<file path="config.mk">
export PLATFORM = sky130hd
export DESIGN_NAME = seg_scan_driver
export DESIGN_NICKNAME = d
export VERILOG_FILES = /design/src/rtl/seg_scan_driver.sv
export SDC_FILE = /design/constraint.sdc
export NUM_CORES = 1
export LEC_CHECK = 0
export ABC_AREA = 1
export BUFFER_PORTS_ARGS = -buffer_cell sky130_fd_sc_hd__buf_2
export CORE_UTILIZATION = 40
export DETAILED_ROUTE_END_ITERATION = 8
export MAX_ROUTING_LAYER = met4
export PLACE_DENSITY = 0.68
export SLEW_MARGIN = 20
export SYNTH_ARGS = -nofsm -noshare
export SYNTH_HDL_FRONTEND = slang
export SYNTH_SLANG_ARGS = --single-unit
</file>
<file path="constraint.sdc">
create_clock -name clk -period 3.2 [get_ports clk]
set_input_delay 0.32 -clock clk [delete_from_list [all_inputs] [get_ports clk]]
set_output_delay 0.32 -clock clk [all_outputs]
set_load 0.01 [all_outputs]
</file>
<file path="src/rtl/seg_scan_driver.sv">
// Time-multiplexed common-anode seven-segment driver with double-buffered value,
// per-digit blanking and leading-zero suppression; all display outputs registered.
module seg_scan_driver #(
  parameter int NUM_DIGITS = 4,
  parameter int SCAN_DIV   = 50000
) (
  input  logic                    clk,
  input  logic                    rst,
  input  logic [4*NUM_DIGITS-1:0] value,
  input  logic                    load,
  input  logic [NUM_DIGITS-1:0]   digit_en,
  input  logic                    lz_suppress,
  output logic [6:0]              seg,
  output logic [NUM_DIGITS-1:0]   an,
  output logic                    frame_done,
  output logic                    pending
);

  localparam int PW = (SCAN_DIV > 1) ? $clog2(SCAN_DIV) : 1;
  localparam int IW = (NUM_DIGITS > 1) ? $clog2(NUM_DIGITS) : 1;
  localparam logic [PW-1:0] PS_LAST  = PW'(SCAN_DIV - 1);
  localparam logic [IW-1:0] IDX_LAST = IW'(NUM_DIGITS - 1);

  logic [PW-1:0]           prescaler;
  logic [IW-1:0]           idx;
  logic [4*NUM_DIGITS-1:0] staging;
  logic [4*NUM_DIGITS-1:0] disp;
  logic                    tick;
  logic                    frame_end;

  logic [3:0]              nib;
  logic                    en_cur;
  logic                    upper_zero;
  logic                    blank;
  logic [NUM_DIGITS-1:0]   idx_onehot;

  function automatic logic [6:0] seg_encode(input logic [3:0] n);
    logic [6:0] s;
    case (n)
      4'h0: s = 7'h40;
      4'h1: s = 7'h79;
      4'h2: s = 7'h24;
      4'h3: s = 7'h30;
      4'h4: s = 7'h19;
      4'h5: s = 7'h12;
      4'h6: s = 7'h02;
      4'h7: s = 7'h78;
      4'h8: s = 7'h00;
      4'h9: s = 7'h10;
      4'hA: s = 7'h08;
      4'hB: s = 7'h03;
      4'hC: s = 7'h46;
      4'hD: s = 7'h21;
      4'hE: s = 7'h06;
      default: s = 7'h0E;
    endcase
    return s;
  endfunction

  assign tick      = (prescaler == PS_LAST);
  assign frame_end = tick && (idx == IDX_LAST);

  // Digit select and zero-suppression scan over the committed value only,
  // so staging can never leak into what is shown.
  always_comb begin
    nib        = 4'h0;
    en_cur     = 1'b0;
    upper_zero = 1'b1;
    idx_onehot = '0;
    for (int i = 0; i < NUM_DIGITS; i++) begin
      if (idx == IW'(i)) begin
        nib           = disp[4*i +: 4];
        en_cur        = digit_en[i];
        idx_onehot[i] = 1'b1;
      end
      if ((IW'(i) >= idx) && (disp[4*i +: 4] != 4'h0)) upper_zero = 1'b0;
    end
    blank = !en_cur || (lz_suppress && (idx != '0) && upper_zero);
  end

  always_ff @(posedge clk or posedge rst) begin
    if (rst) begin
      prescaler  <= '0;
      idx        <= '0;
      staging    <= '0;
      disp       <= '0;
      pending    <= 1'b0;
      frame_done <= 1'b0;
      seg        <= 7'h7F;
      an         <= '1;
    end else begin
      prescaler <= tick ? '0 : prescaler + PW'(1);
      if (tick) idx <= (idx == IDX_LAST) ? '0 : idx + IW'(1);

      frame_done <= 1'b0;
      if (frame_end && pending) begin
        disp       <= staging;
        pending    <= 1'b0;
        frame_done <= 1'b1;
      end
      // A load on the commit edge wins over the clear: the new value waits a frame.
      if (load) begin
        staging <= value;
        pending <= 1'b1;
      end

      seg <= blank ? 7'h7F : seg_encode(nib);
      an  <= blank ? '1 : ~idx_onehot;
    end
  end

endmodule

</file>
==> results of run 1 <==
Yosys cell counts, drive strengths merged:
library cell	number	area, um2
nand2	169	649.4
dfrtp	52	1301
inv	45	168.9
nand3	29	150.1
nor2	29	118.9
ha	12	150.1
dfstp	11	289.0
o21ai	11	55.05
a21oi	10	50.05
nor3	6	52.55
buf	4	31.27
clkbuf	3	11.26
nand4	3	33.78
o21bai	2	15.01
or2	2	12.51
xor2	2	17.52
a21boi	1	11.26
a21o	1	7.510
a31oi	1	6.260
and2	1	6.260
clkinv	1	3.750
nor3b	1	7.510
final cells by class:
class                      instances  area, um2
clock inverter                     7      145.1
clock buffer                       9      123.9
sequential                        63       1590
inverter                          46      173.9
fill                             730       3751
timing repair buffer              38      195.2
tap                               99      123.9
multi-input combinational        280       1344
registers in the layout (all words and copies together) (netlist names):
| register | flops |
|---|---|
| an | 4 |
| disp | 16 |
| frame_done | 1 |
| idx | 2 |
| pending | 1 |
| prescaler | 16 |
| seg | 7 |
| staging | 16 |
routing by layer:
metal	vias up	global-route usage	wire, um
met4	0	0.06452	143
met5	-	-	0
met3	14	0.05471	286
met1	1170	0.2133	2813
li1	1310	-	-
met2	56	0.2771	2992
cell families (layout without fill, tap and decap cells):
group                      after synthesis  in the layout  synth area share
adders and majority gates               12             12           0.04767
AOI/OAI and AO/OA                       26             26           0.04609
DFF                                     63             63            0.5050
buffers and inverters                   53            100           0.06833
xor gates and xnor gates                 2              2          0.005563
and+or+nand+nor                        240            240            0.3274
how the worst max path moves through the flow:
stage | startpoint | end | slack, ns | cells after the start
floorplan | rst | disp[0] | 1.33 | 1
global placement | idx[0] | seg[3] | 1.05 | 10
detailed placement | idx[0] | seg[6] | 1.02 | 10
CTS | idx[0] | seg[6] | 1.00 | 10
global route | idx[0] | seg[6] | 0.73 | 10
finish | idx[0] | seg[6] | 1.01 | 10
through the flow:
step | total power [mW] | hold slack [ns] | setup slack (ns)
after floorplan | 0.8851 | 0.4324 | 1.328
after global placement | 0.9149 | 0.4477 | 1.049
after detailed placement | 0.9175 | 0.4537 | 1.024
after CTS | 1.842 | 0.1505 | 1.003
after global routing | 1.892 | 0.1634 | 0.7345
final | 1.812 | 0.1259 | 1.010
critical path: cells and delay by family, from the launching register on:
kind / cells / cell delay [ns]
and+or+nand+nor: 6 / 0.82
adders and majority gates: 2 / 0.55
DFF: 1 / 0.40
buffers and inverters: 2 / 0.33
power groups by stage:
stage	clock (mW)	sequential, mW	combinational [mW]
after floorplan	0	0.848	0.0375
after global placement	0	0.846	0.0685
after detailed placement	0	0.847	0.0702
after CTS	0.938	0.833	0.0705
after global routing	0.976	0.836	0.0806
final	0.912	0.833	0.0680
==> metrics.md, run 1 <==
| Metric | Value |
|---|---|
| Status | finished clean |
| Most common cell after layout, fill and taps aside | nand2_1 |
| Worst-skew pair later-pin latency | 0.34 ns |
| H-tree levels | 3 |
| CORE AREA | 7447 um2 |
| Hold_buf cts | 0 |
| Reg-to-Reg End | seg[6] |
| Reg-to-Reg Start | idx[0] |
| Crit start category | register |
| TNS Setup | 0 ns |
| Pins Over Slew Limit | 0 |
| Sequential element share of the synthesized area | 0.5050 |
| RSZ-0062 raised after global routing | no |
| Die area | 8232 um2 |
| CP Class | reg2reg |
| Combinational share of power | 0.038 |
| Gr usage total | 0.1764 |
| Synth Warn # | 0 |
| Antenna Cells | 0 |
| Layout Cells excl Fill | 542 |
| Final count of hold timing violations | 0 |
| Post-CTS setup buffers | 0 |
| Share of cells above drive strength 1 | 0.1941 |
| Num CTS Buffers | 9 |
| Max Fanout on Critical Path | 8 |
| Pin count of the biggest net entering global routing | 52 |
| Setup Skew | 0.01058 ns |
| Critical-path top delay cell | dfrtp_1 |
| Via density | 4.705 |
| Top-Level Pins | 37 |
| FMAX | 456.7 MHz |
| Biggest cell delay along the critical path | 0.40 ns |
| Final Instance Area | 3696 um2 |
| TritonRoute pass-1 iters | 4 |
| Port Buf Inserts | 36 |
| Antenna-violating nets left | 0 |
| Grt total ovfl | 0 |
| Crit path top cell by count | nand2_1 |
| Max Root-Sink Buffers | 2 |
| CTS tree | done |
| Sw Ratio | 0.2025 |
| CP endpoint kind | register |
| DRT Wirelength | 6.235 mm |
| Crit share post-route | 0.6842 |
| Resized cells post-CTS | 0 |
| Sequential Power Share | 0.459 |
| Worst-path cell chain | ha_1 > inv_1 > or2_2 > nand2_1 > inv_1 > ha_1 > nand3_1 > nand2_1 > nand2_1 > nand3_1 |
| Tmin final | 2.190 ns |
| Number of DRC markers after the initial detailed-route iteration | 98 |
| Pwr per Cell Area | 490.4 nW/um2 |
| Maximum VDD drop | 0.0002925 V |
| Clk pwr share | 0.503 |
| Max cap viols | 0 |
| Internal power | 1.445 mW |
| Die W | 90.73 um |
| DR DRC count | 0 |
| Required @ worst endpoint | 3.45 ns |
| Vias in the first global route | 2487 |
| Util after Layout | 0.4963 |
| Row count | 31 |
| Worst Hold Class | in2async |
| DP Cell Count | 526 |
| P_sw | 367.0 uW |
| # setup viols final | 0 |
| Dpl cell area | 3426 um2 |
| Max-slew headroom | 0.4239 |
| Final HPWL DP | 4.591 mm |
| Commonest cells after routing, fill and taps aside | 165 x nand2_1, 52 x dfrtp_1, 37 x inv_1, 36 x buf_2, 28 x nand3_1 |
| Clock Root Buffer | clkbuf_8 |
| Die H | 90.73 um |
| Crit path DAT | 2.44 ns |
| Leakage | 2.006 nW |
| Global-route wire length before repair | 11.16 mm |
| Seq cells post-synth | 63 |
| Syn Inst Count | 396 |
| Final nets | 474 |
| Synth cell types | 32 |
| Wire length per cell | 11.50 um |
| Net Count, Synth | 432 |
| Worst Reg-to-Reg Cells | 10 |
| Initial antenna violation count | 0 |
| Post-Syn Area per Cell | 7.953 um2 |
| Clock transition at the registers of the reported paths | 0.07 ns |
| Vias | 2550 |
| P&R area growth vs syn | 17.36% |
| Clk sinks | 63 |
| R2R Setup Slk | 1.01 ns |
| Cell Area, Synth | 3149 um2 |
| Slew @ Worst Pin | 0.8632 ns |
| Starting Density | 0.4229 |
| GP Congestion | 0.9046 |
No activity file was read; power rests on OpenSTA's default activity.
==> inputs of run 2 (changes only) <==
- clock period: 3.2 -> 2.1 ns (I/O delays scaled with it)
==> metrics.md, run 2 (synthesis gave the netlist of run 1 again) <==
| Metric | Value |
|---|---|
| Pin count of the biggest net entering global routing | 26 (-50%) |
| Max-slew headroom | 0.6619 (+0.2380) |
| GP Congestion | 0.9605 (+6.2%) |
| Wire length per cell | 11.45 um (-0.44%) |
| Row count | 31 (unchanged) |
| Max cap viols | 0 (unchanged) |
| H-tree levels | 3 (unchanged) |
| Die H | 90.73 um (unchanged) |
| Top-Level Pins | 37 (unchanged) |
| CP endpoint kind | register |
| DR DRC count | 0 (unchanged) |
| Pins Over Slew Limit | 0 (unchanged) |
| Worst Hold Slack | 0.06376 ns (-0.06213 ns) |
| P&R area growth vs syn | 16.92% |
| Critical-path top delay cell | dfrtp_2 |
| Worst-path cell chain | ha_2 > inv_1 > or2_2 > nand2_2 > inv_1 > ha_1 > nand3_1 > nand2_1 > nand2_1 > nand3_1 |
| Required @ worst endpoint | 2.36 ns (-1.09 ns) |
| Crit path DAT | 2.15 ns (-0.29 ns) |
| Antenna Cells | 0 (unchanged) |
| Initial antenna violation count | 0 (unchanged) |
| Layout Cells excl Fill | 547 (+0.92%) |
| Clk sinks | 63 (unchanged) |
| Leakage | 1.985 nW (-1.1%) |
| DRT Wirelength | 6.265 mm (+0.48%) |
| Biggest cell delay along the critical path | 0.42 ns (+0.02 ns) |
| Worst Reg-to-Reg Cells | 10 (unchanged) |
| TNS Setup | 0 ns (unchanged) |
| Share of cells above drive strength 1 | 0.2210 (+0.02685) |
| Gr usage total | 0.1756 (-0.0008561) |
| Biggest regs | disp (16), prescaler (16), staging (16) |
| Worst Hold Class | in2reg |
| Crit start category | register |
| Via density | 4.678 (-0.56%) |
| DP Cell Count | 530 (+0.76%) |
| Crit share post-route | 0.9021 (+0.2178) |
| Clock Root Buffer | clkbuf_8 |
| Starting Density | 0.4229 (unchanged) |
| Die area | 8232 um2 (unchanged) |
| Final HPWL DP | 4.619 mm (+0.62%) |
| Grt total ovfl | 0 (unchanged) |
| CP Class | reg2reg |
| Vias | 2559 (+0.35%) |
| Maximum VDD drop | 0.0004133 V (+41%) |
| Total power | 2.312 mW (+28%) |
| Max Fanout on Critical Path | 6 (-2) |
| Worst-skew pair later-pin latency | 0.34 ns (about the same) |
| Clock transition at the registers of the reported paths | 0.07 ns (about the same) |
| Setup Skew | 0.005882 ns (-0.004697 ns) |
| Num CTS Buffers | 9 (unchanged) |
| TritonRoute pass-1 iters | 5 (+1) |
| Pwr per Cell Area | 627.8 nW/um2 (+28%) |
| Status | finished clean |
| Commonest cells after routing, fill and taps aside | 163 x nand2_1, 50 x dfrtp_1, 36 x buf_2, 35 x inv_1, 28 x nand3_1 |
| Post-CTS setup buffers | 0 (unchanged) |
| Most common cell after layout, fill and taps aside | nand2_1 |
| FMAX | 527.9 MHz (+16%) |
| Die W | 90.73 um (unchanged) |
| Tmin final | 1.894 ns (-0.2952 ns) |
| Global-route wire length before repair | 10.78 mm (-3.4%) |
| Slew @ Worst Pin | 0.5065 ns (-0.3567 ns) |
| RSZ-0062 raised after global routing | no |
| Final nets | 479 (+1.1%) |
| # setup viols final | 0 (unchanged) |
| Port Buf Inserts | 36 (unchanged) |
| Hold path depth | 3 |
| CTS tree | done |
| Max Root-Sink Buffers | 2 (unchanged) |
| Number of DRC markers after the initial detailed-route iteration | 91 (-7.1%) |
| Vias in the first global route | 2460 (-1.1%) |
| CORE AREA | 7447 um2 (unchanged) |
| Antenna-violating nets left | 0 (unchanged) |
| Final count of hold timing violations | 0 (unchanged) |
==> run 2: cell count changes in the layout (fill, tap and decap cells not counted), moves of 3 or more <==
| cell | delta |
|---|---|
| bufinv_16 | -4 |
| inv_2 | +3 |
| ha_1 | -5 |
| buf_4 | +4 |
| ha_2 | +3 |
==> run 2: area by class of cell <==
class	instances	area [um2]
Fill cell	746	3765
Sequential cell	63	1593
Multi-Input combinational cell	280	1381
Timing Repair Buffer	43	235.2
Inverter	46	172.7
Clock buffer	13	158.9
Tap cell	99	123.9
Clock inverter	3	17.52
==> run 2: power breakdown <==
part	leakage [nW]	total (mW)	switching, mW	internal, mW
Clock	0.0894	0.938	0.449	0.489
Combinational	1.10	0.105	0.0659	0.0391
Sequential	0.791	1.27	0.0155	1.25
Total	1.98	2.31	0.530	1.78
==> run 2: path summary, 6_finish.rpt <==
kind,slack [ns],endpoint,startpoint
min in group asynchronous,0.44,staging[14],rst
hold reg to reg,0.47,prescaler[0],prescaler[0]
setup / recovery,0.21,seg[6],idx[0]
hold / removal,0.06,staging[14],value[14]
max in group asynchronous,0.93,seg[1],rst
setup reg to reg,0.21,seg[6],idx[0]
==> run 2: layer usage <==
| layer | vias up | global-route usage | wire (um) |
|---|---|---|---|
| met5 | - | - | 0 |
| met4 | 0 | 0.1075 | 221 |
| met3 | 21 | 0.04209 | 251 |
| met2 | 72 | 0.2645 | 2823 |
| met1 | 1142 | 0.2126 | 2968 |
| li1 | 1324 | - | - |
==> run 2: repair_timing <==
item | in CTS | in global routing
gates resized for setup | 1 | 12
hold buffers | 1 | 0
endpoints found under the hold margin | 23 | 0
endpoints found under the setup margin | 3 | 7
==> run 2: stage by stage <==
stage	utilization	cell area, um2	worst slack (ns)
after floorplan	-	3149	0.2582
after global placement	0.4640	3456	0.08535
after detailed placement	0.4640	3456	0.001420
after CTS	0.4894	3645	0.04486
after global routing	0.4945	3682	0.001518
final	0.4945	3682	0.2056
==> run 2: critical path: cells and delay by family (launching register included) <==
family / cells / cell delay [ns]
fa+ha+maj: 2 / 0.45
buf+inv: 2 / 0.19
simple gates: 6 / 0.75
flops: 1 / 0.42
==> inputs of run 3 (changes only) <==
- CORE_MARGIN: default -> 5
- PLACE_DENSITY: 0.68 -> 0.65
==> metrics.md, run 3 (synthesis gave the netlist of run 1 again) <==
| Metric | Value |
|---|---|
| Status | finished clean |
| Max Root-Sink Buffers | 2 (unchanged) |
| Grt total ovfl | 0 (unchanged) |
| DRT Wirelength | 6.409 mm (+2.3%) |
| FMAX | 526.6 MHz (-0.24%) |
| Critical-path top delay cell | dfrtp_2 |
| Worst-skew pair later-pin latency | 0.34 ns (about the same) |
| Layout Cells excl Fill | 550 (+0.55%) |
| Biggest cell delay along the critical path | 0.42 ns (about the same) |
| Worst Hold Slack | 0.06652 ns (+0.002767 ns) |
| TritonRoute pass-1 iters | 4 (-1) |
| Max-slew headroom | 0.6946 (+0.03269) |
| Tmin final | 1.899 ns (+0.004491 ns) |
| DP Cell Count | 533 (+0.57%) |
| Pwr per Cell Area | 651.2 nW/um2 (+3.7%) |
| Antenna-violating nets left | 0 (unchanged) |
| Dpl cell area | 3460 um2 (+0.11%) |
| H-tree levels | 3 (unchanged) |
| Slew @ Worst Pin | 0.4553 ns (-0.05111 ns) |
| Initial antenna violation count | 0 (unchanged) |
| Multi-input logic area | 1381 um2 (unchanged) |
| Top-Level Pins | 37 (unchanged) |
| Die W | 98.73 um (+8.8%) |
| CTS tree | done |
| Leakage | 1.997 nW (+0.63%) |
| Max cap viols | 0 (unchanged) |
| Final worst setup slack | 0.2012 ns (-0.004491 ns) |
| TNS Setup | 0 ns (unchanged) |
| Max Fanout on Critical Path | 6 (unchanged) |
| Crit path DAT | 2.15 ns (about the same) |
| Die H | 98.73 um (+8.8%) |
| # setup viols final | 0 (unchanged) |
| Pins Over Slew Limit | 0 (unchanged) |
| Num CTS Buffers | 9 (unchanged) |
| Clock Root Buffer | clkbuf_8 |
| Final Instance Area | 3699 um2 (+0.44%) |
| Biggest regs | disp (16), prescaler (16), staging (16) |
| Final HPWL DP | 4.712 mm (+2.0%) |
| Via density | 4.571 (-2.3%) |
| Clk sinks | 63 (unchanged) |
| Setup Skew | 0.008815 ns (+0.002933 ns) |
| # fillers | 781 (+4.7%) |
| Required @ worst endpoint | 2.35 ns (about the same) |
| Share of cells above drive strength 1 | 0.2188 (-0.002232) |
| Worst-path cell chain | ha_2 > inv_1 > or2_2 > nand2_2 > inv_1 > ha_1 > nand3_1 > nand2_1 > nand2_1 > nand3_1 |
| Total power | 2.408 mW (+4.2%) |
| Row count | 32 (+3.2%) |
| Gr usage total | 0.1519 (-0.02369) |
| Worst Hold Class | in2reg |
| Maximum VDD drop | 0.0003814 V (-7.7%) |
| Vias in the first global route | 2561 (+4.1%) |
| Pin count of the biggest net entering global routing | 37 (+42%) |
| Starting Density | 0.4097 (-0.01322) |
| Final count of hold timing violations | 0 (unchanged) |
| RSZ-0062 raised after global routing | no |
| Die area | 9748 um2 (+18%) |
| Final nets | 479 (unchanged) |
| P&R area growth vs syn | 17.44% |
| Number of DRC markers after the initial detailed-route iteration | 105 (+15%) |
| CP Class | reg2reg |
| Antenna Cells | 0 (unchanged) |
| Crit start category | register |
| DR DRC count | 0 (unchanged) |
| Util after Layout | 0.4811 (-0.01334) |
| CORE AREA | 7687 um2 (+3.2%) |
| GP Congestion | 0.9146 (-4.8%) |
| CP endpoint kind | register |
| Port Buf Inserts | 36 (unchanged) |
| Wire length per cell | 11.65 um (+1.7%) |
| Global-route wire length before repair | 11.67 mm (+8.2%) |
| Clock transition at the registers of the reported paths | 0.07 ns (about the same) |
| Crit share post-route | 0.9042 (+0.002139) |
| Vias | 2514 (-1.8%) |
| Sequential Area | 1592 um2 (about the same) |
| Pre-CTS setup slack | -0.02984 ns (-0.03126 ns) |
| Commonest cells after routing, fill and taps aside | 163 x nand2_1, 51 x dfrtp_1, 36 x buf_2, 35 x inv_1, 28 x nand3_1 |
| Most common cell after layout, fill and taps aside | nand2_1 |
[run 3: changes by cell type in the layout (fill, tap and decap cells not counted)]
cell	change
dfrtp_2	-1
bufinv_16	+1
clkinvlp_4	-1
clkinv_2	+1
clkbuf_8	-1
dfrtp_1	+1
[run 3: critical path, delay by kind of cell, from the launching register on]
| kind | cells | cell delay [ns] |
|---|---|---|
| and+or+nand+nor | 6 | 0.74 |
| adders and majority gates | 2 | 0.46 |
| DFF | 1 | 0.42 |
| buffers and inverters | 2 | 0.19 |
[run 3: final timing paths]
path / from / end / slack (ns) / cells after the start
setup / recovery: idx[0] / seg[6] / 0.20 / 10
hold / removal: value[14] / staging[14] / 0.07 / 3
setup reg to reg: idx[0] / seg[6] / 0.20 / 10
hold reg to reg: prescaler[0] / prescaler[0] / 0.47 / 1
max in group asynchronous: rst / seg[5] / 1.22 / 4
min in group asynchronous: rst / staging[12] / 0.48 / 4
[run 3: repair_timing]
action / in CTS / in global routing
gates resized for setup: 1 / 11
pin swaps: 0 / 0
endpoints found under the setup margin: 5 / 7
hold endpoints to repair: 52 / 0
hold buffers: 1 / 0
buffers inserted: 0 / 0
[run 3: area by class of cell]
| type | count | area share |
|---|---|---|
| Clock buffer | 12 | 0.03924 |
| Clock inverter | 4 | 0.01218 |
| Inverter | 46 | 0.04668 |
| Multi-Input combinational cell | 280 | 0.3735 |
| Sequential cell | 63 | 0.4303 |
| Tap cell | 102 | 0.03451 |
| Timing Repair Buffer | 43 | 0.06360 |
[run 3: routing by layer]
layer  share of wire  GRT usage  routed length (um)
met5               0          -                   0
met4           0.030    0.08613                 195
met3           0.036    0.02760                 233
met2            0.45     0.2267                2897
met1            0.48     0.1942                3082
[run 3: power by group]
| part | switching [mW] | internal [mW] |
|---|---|---|
| combinational | 0.0656 | 0.0392 |
| sequential | 0.0153 | 1.25 |
| clock | 0.460 | 0.576 |
| total | 0.540 | 1.87 |
